<file path="config.mk">
export PLATFORM = sky130hd
export DESIGN_NAME = seq_mul_ctrl
export DESIGN_NICKNAME = d
export VERILOG_FILES = /design/src/rtl/seq_mul_ctrl.sv
export SDC_FILE = /design/constraint.sdc
export NUM_CORES = 1
export LEC_CHECK = 0
export ABC_AREA = 1
export CELL_PAD_IN_SITES_DETAIL_PLACEMENT = 0
export CELL_PAD_IN_SITES_GLOBAL_PLACEMENT = 2
export CORE_MARGIN = 2
export CORE_UTILIZATION = 31
export DETAILED_ROUTE_END_ITERATION = 16
export HOLD_SLACK_MARGIN = 0.05
export MAX_ROUTING_LAYER = met4
export PLACE_DENSITY_LB_ADDON = 0.1
export SLEW_MARGIN = 20
export SYNTH_ARGS = -nofsm -noshare
export SYNTH_HDL_FRONTEND = slang
export SYNTH_SLANG_ARGS = --single-unit
</file>
<file path="constraint.sdc">
create_clock -name clk -period 4.74 [get_ports clk]
set_input_delay 0.948 -clock clk [delete_from_list [all_inputs] [get_ports clk]]
set_output_delay 0.948 -clock clk [all_outputs]
set_load 0.01 [all_outputs]
</file>
<file path="src/rtl/seq_mul_ctrl.sv">
// Shift-add unsigned multiplier: one ripple-carry adder reused over N iterations
// to build a 2N-bit product, with a start/ready/done handshake.

module rca #(
    parameter int unsigned n = 4
) (
    input  logic [n-1:0] a_i,
    input  logic [n-1:0] b_i,
    output logic [n-1:0] sum_o
);

    always_comb begin
        logic carry;
        sum_o = '0;
        carry = 1'b0;
        for (int unsigned i = 0; i < n; i++) begin
            sum_o[i] = a_i[i] ^ b_i[i] ^ carry;
            carry    = (a_i[i] & b_i[i]) | (carry & (a_i[i] ^ b_i[i]));
        end
    end

endmodule

module seq_mul_ctrl #(
    parameter int unsigned N = 8
) (
    input  logic           clk,
    input  logic           rst_n,
    input  logic           start,
    input  logic [N-1:0]   a,
    input  logic [N-1:0]   b,
    output logic           ready,
    output logic           busy,
    output logic           done,
    output logic [2*N-1:0] product
);

    localparam int unsigned    CW   = $clog2(N + 1);
    localparam logic [CW-1:0]  LAST = CW'(N - 1);

    localparam logic [1:0] S_IDLE = 2'd0;
    localparam logic [1:0] S_RUN  = 2'd1;
    localparam logic [1:0] S_DONE = 2'd2;

    logic [1:0]     state_q, state_d;
    logic [CW-1:0]  count_q, count_d;
    logic [N-1:0]   m_q, m_d;
    logic [N:0]     acc_q, acc_d;
    logic [N-1:0]   q_q, q_d;
    logic [2*N-1:0] prod_q, prod_d;

    logic [N:0] sum;
    logic [N:0] s;

    rca #(.n(N + 1)) u_rca (
        .a_i   ({1'b0, acc_q[N-1:0]}),
        .b_i   ({1'b0, m_q}),
        .sum_o (sum)
    );

    // acc_q[N] is only ever loaded with 0, so acc_q equals {1'b0, acc_q[N-1:0]}
    assign s = q_q[0] ? sum : acc_q;

    assign ready   = (state_q == S_IDLE) || (state_q == S_DONE);
    assign busy    = (state_q == S_RUN);
    assign done    = (state_q == S_DONE);
    assign product = prod_q;

    always_comb begin
        state_d = state_q;
        count_d = count_q;
        m_d     = m_q;
        acc_d   = acc_q;
        q_d     = q_q;
        prod_d  = prod_q;
        case (state_q)
            S_IDLE, S_DONE: begin
                if (start) begin
                    m_d     = a;
                    q_d     = b;
                    acc_d   = '0;
                    count_d = '0;
                    state_d = S_RUN;
                end else begin
                    state_d = S_IDLE;
                end
            end
            S_RUN: begin
                acc_d   = {1'b0, s[N:1]};
                q_d     = {s[0], q_q[N-1:1]};
                count_d = count_q + CW'(1);
                if (count_q == LAST) begin
                    state_d = S_DONE;
                    prod_d  = {acc_d[N-1:0], q_d};
                end
            end
            default: state_d = S_IDLE;
        endcase
    end

    always_ff @(posedge clk or negedge rst_n) begin
        if (!rst_n) begin
            state_q <= S_IDLE;
            count_q <= '0;
            m_q     <= '0;
            acc_q   <= '0;
            q_q     <= '0;
            prod_q  <= '0;
        end else begin
            state_q <= state_d;
            count_q <= count_d;
            m_q     <= m_d;
            acc_q   <= acc_d;
            q_q     <= q_d;
            prod_q  <= prod_d;
        end
    end

endmodule

</file>
Word-level counts from Yosys, hierarchy flattened
Index checks and enable logic that the tools add are counted.
{"block": "word_totals", "register_bits": 47, "in_bits": 19, "out_inout_bits": 19, "word_cells": 66}
{"block": "op_classes", "addsub": 1, "eq_ne": 5, "muxes": 10, "n_bitwise": 37, "reduce_logical": 7}
{"cell": "$mux W9", "n": 2}
{"cell": "$pmux W9 S2", "n": 1}
{"cell": "$pmux W8 S2", "n": 1}
{"cell": "$and A1 B1 Y1", "n": 15}
{"cell": "$xor A1 B1 Y1", "n": 15}
{"cell": "$mux W8", "n": 1}
{"cell": "$pmux W4 S2", "n": 1}
{"cell": "$or A1 B1 Y1", "n": 7}
{"cell": "$reduce_and A2 Y1", "n": 3}
{"cell": "$add A4 B1 Y4 const B", "n": 1}
{"cell": "$eq A4 B3 Y1 const B", "n": 1}
{"cell": "$mux W4", "n": 1}
{"cell": "$pmux W2 S2", "n": 1}
{"cell": "$eq A2 B1 Y1 const B", "n": 1}
{"cell": "$eq A2 B2 Y1 const B", "n": 1}
{"cell": "$logic_not A2 Y1", "n": 1}
{"cell": "$mux W2", "n": 1}
{"cell": "$ne A2 B1 Y1 const B", "n": 1}
{"cell": "$ne A2 B2 Y1 const B", "n": 1}
{"cell": "$reduce_bool A2 Y1", "n": 1}
{"cell": "$reduce_or A2 Y1", "n": 1}
{"cell": "$logic_or A1 B1 Y1", "n": 1}
{"cell": "$mux W1", "n": 1}

Longest topological paths before layout
{"block": "logic_depth", "word_depth": 17, "ltp_mapped": 16, "mapped_depth_nobuf": 16}

By module
From an unflattened synthesis, not the netlist that was laid out.
{"block": "hier_totals", "hier_cells": 269, "hier_area_um2": 2187.1}
{"mod": "seq_mul_ctrl", "instances": 1, "cells_each": 246, "area_per_inst_um2": 1975.6, "seq_area_each_um2": 1151.1}
{"mod": "rca", "instances": 1, "cells_each": 23, "area_per_inst_um2": 211.5, "seq_area_each_um2": 0.0}

Least setup slack after synthesis
OpenSTA, ideal clock, no wires.
{"block": "synth_timing", "path_kind": "register to register", "start": "register m_q[0]", "end": "register acc_q[6]", "setup_ns": 0.122, "t_arrival_ns": 3.298, "required_ns": 4.618, "slack_ns": 1.321, "stages_incl_launch_ff": 17, "path_buffers": 0, "synth_period_minus_slack_ns": 3.419, "cell_sequence": "dfrtp_1 ha_1 inv_1 fa_1 fa_1 fa_1 inv_1 fa_1 inv_1 fa_1 fa_1 inv_1 fa_1 nand2_1 o21ai_0 nand2_1 o21ai_1"}
{"block": "synth_between", "elab_chain_len": 16}
{"item": "from (decl)", "line": "47", "source": "logic [N-1:0] m_q, m_d;"}
{"item": "from (signal assigned)", "line": "112", "source": "m_q <= m_d;"}
{"item": "$and A1 B1 Y1 (2 in a row)", "line": "18", "source": "carry = (a_i[i] & b_i[i]) | (carry & (a_i[i] ^ b_i[i]));"}
{"item": "$or A1 B1 Y1", "line": "18"}
{"item": "$and A1 B1 Y1", "line": "18"}
{"item": "$or A1 B1 Y1", "line": "18"}
{"item": "$and A1 B1 Y1", "line": "18"}
{"item": "$or A1 B1 Y1", "line": "18"}
{"item": "$and A1 B1 Y1", "line": "18"}
{"item": "$or A1 B1 Y1", "line": "18"}
{"item": "$and A1 B1 Y1", "line": "18"}
{"item": "$or A1 B1 Y1", "line": "18"}
{"item": "$and A1 B1 Y1", "line": "18"}
{"item": "$or A1 B1 Y1", "line": "18"}
{"item": "$xor A1 B1 Y1", "line": "17", "source": "sum_o[i] = a_i[i] ^ b_i[i] ^ carry;"}
{"item": "$mux W9", "line": "62", "source": "assign s = q_q[0] ? sum : acc_q;"}
{"item": "$pmux W9 S2", "line": "76", "source": "case (state_q)"}
{"item": "to (signal assigned)", "line": "106", "source": "acc_q <= '0;"}
{"item": "to (signal assigned)", "line": "113", "source": "acc_q <= acc_d;"}
{"item": "to (decl)", "line": "48", "source": "logic [N:0] acc_q, acc_d;"}
Every way passes these cells.
A chain may end at the register's enable or synchronous reset.

Worst setup path in the final report
Same ends and word-level chain as after synthesis.

==> impl_metrics.json <==
{
  "outcome": "finished clean",
  "busiest_layer": "met1",
  "setup-tns-final_ns": 0,
  "slew_violations": 0,
  "place_congestion": 0.749,
  "grtUsageMet3_pct": 3.36,
  "grtUsageMet1_pct": 22.1,
  "tritoncts": "built",
  "core-area_um2": 6830,
  "cts-resized-gates": 0,
  "track_usage_pct": 14.8,
  "crit_slowest_cell": "fa_1",
  "hp-class": "register to register",
  "worst_path_most_repeated_cell": "fa_1",
  "clk_latency_ns": 0.29,
  "pre_cts_ws_ns": 1.15,
  "final_common_cell": "nand2_1",
  "area_delta_synth_final_pct": 23.5,
  "fin_crit_sh_pct": 75.3,
  "drive_gt1_share_pct": 6.46,
  "dp_hpwl_um": 3350,
  "grt_pass1_vias": 1633,
  "crit_required_ns": 4.93,
  "die_y_um": 88.4,
  "yosys_warnings": 0,
  "worst_pin_slew_ns": 0.604,
  "gr-total-overflow": 0,
  "pwr_density_cell_nw_per_um2": 650,
  "cts.htree.levels": 2,
  "holdBufCountCts": 0,
  "io_pins": 38,
  "cp-end-kind": "register",
  "die_area_um2": 7810,
  "cts_buffers": 5,
  "drt_iter0_drc": 53,
  "numClockSinks": 46,
  "ys_seq_area_share_pct": 52.2,
  "setup_ws_ns": 1.17,
  "grt_max_degree": 47,
  "synth_seq_cells": 46,
  "cp_top_family": "adder cells",
  "nets": 323,
  "finalSetupViolCount": 0,
  "firstDrtPassIters": 4,
  "drc": 0,
  "vias_per_cell": 4.17,
  "grt_pass1_wl_um": 8490,
  "start_util_pct": 32.3,
  "wirelength_um": 4780,
  "crit_buf_inv": 4,
  "crit_arrival_ns": 3.76,
  "synth_area_um2": 2210,
  "startpoint_type": "register",
  "cts_root_buf": "clkbuf_8",
  "path_cells": "ha_1, inv_1, fa_1, fa_1, fa_1, inv_1, fa_1, inv_1, fa_1, fa_1, inv_1, fa_1, nand2_1, o21ai_0, nand2_1, o21ai_1",
  "antenna_found_initial": 0,
  "vias": 1627,
  "syn_area_per_cell_um2": 8.58,
  "crit_type": "register to register",
  "post_cts_buffers": 0,
  "fin_hold_ws_ns": 0.480,
  "maxCapViolCount": 0,
  "utilization_pct": 39.9,
  "peakVddDrop_uv": 147,
  "final.setup_skew_ns": 0.00573,
  "syn-instance-count": 257,
  "max_stage_delay_ns": 0.40,
  "die_width_um": 88.4,
  "timing_hold_violations_final": 0,
  "p_leak_nw": 1.34,
  "avgRoutedWirePerCell_um": 12.2,
  "rsz0062_at_grt": "no",
  "antennaDiodeCount": 0,
  "layout_common_cells": "nand2_1, dfrtp_1, clkdlybuf4s50_1, inv_1, o21ai_0",
  "cp_max_fo": 2,
  "period_needed_ns": 3.57,
  "syn_nets": 285,
  "synthDistinctLibCells": 22,
  "clkTransAtPathRegs_ns": 0.08,
  "cts_buffer_depth": 2,
  "drtAntennaViolNets": 0,
  "core.rowCount": 30,
  "fmax_ghz": 0.280,
  "slew_headroom_pct": 59.7,
  "met2_usage_pct": 20.0,
  "numPortBuffers": 37
}
[state kept, by name, indices dropped and copies added (netlist names)]
| register | cells |
|---|---|
| q_q | 8 |
| m_q | 8 |
| product | 16 |
| state_q | 2 |
| acc_q | 8 |
| count_q | 4 |
[worst paths after layout]
check / start / end / slack [ns] / cells past startpoint
worst max-delay path: m_q[0] / acc_q[6] / 1.17 / 16
worst min-delay path: product[11] / product[11] / 0.48 / 2
worst max register to register: m_q[0] / acc_q[6] / 1.17 / 16
worst min register to register: product[11] / product[11] / 0.48 / 2
max in group asynchronous: rst_n / m_q[5] / 3.67 / 1
min in group asynchronous: rst_n / product[10] / 0.65 / 1
[cell type report]
type | instances | area, µm²
Clock buffer | 6 | 82.6
Multi-Input combinational cell | 174 | 881
Fill cell | 760 | 4110
Timing Repair Buffer | 38 | 375
Sequential cell | 46 | 1150
Tap cell | 96 | 120
Inverter | 30 | 115
[tightest hold or removal path, stage by stage, from the launching register on]
cell and delay (ns):
dfrtp_1 0.35, nand2_1 0.05, nand2_1 0.05
[cell families (layout without fill, tap and decap cells)]
group                    after synthesis  after routing  synth area share [%]
adder cells (fa/ha/maj)                9              9                  7.49
buffers and inverters                 37             74                  7.88
AO/OA/AOI/OAI                         23             23                  5.22
flip-flops                            46             46                  52.2
AND/OR/NAND/NOR                      142            142                  27.2
[report_power, final]
| group | switching [mW] | leakage (nW) | internal, mW |
|---|---|---|---|
| clock | 0.126 | 0.0431 | 0.113 |
| combinational | 0.469 | 0.720 | 0.355 |
| sequential | 0.133 | 0.572 | 0.577 |
[metal layers]
layer | part of all wire, % | vias to the layer above
li1 | - | 857
met1 | 53 | 733
met2 | 42 | 31
met3 | 3.7 | 6
met4 | 1.0 | 0
met5 | 0 | -
[synthesized netlist by cell type]
cell | number | area (µm²)
inv_4 | 1 | 6.26
nor2_1 | 3 | 11.3
nand2_4 | 2 | 22.5
dfrtp_1 | 46 | 1150
nor2_4 | 2 | 22.5
ha_1 | 2 | 25.0
inv_1 | 26 | 97.6
inv_2 | 2 | 7.51
nand4_1 | 2 | 12.5
o21ai_0 | 14 | 70.1
fa_1 | 7 | 140
nand3_1 | 7 | 35.0
buf_6 | 3 | 33.8
nand2_1 | 122 | 458
nor2_8 | 1 | 20.0
o21ai_1 | 8 | 40.0
nand2_2 | 2 | 12.5
buf_4 | 2 | 15.0
or2_2 | 1 | 6.26
a21oi_1 | 1 | 5.00
buf_2 | 2 | 10.0
clkinv_1 | 1 | 3.75
[metrics by stage]
stage	cell area, µm²	power, mW	std cells
floorplan	2210	1.25	257
global placement	2640	1.57	384
detailed placement	2640	1.56	384
CTS	2720	1.81	390
global route	2730	1.98	390
finish	2730	1.77	390
Note: power is estimated with default switching activity, not from simulation.
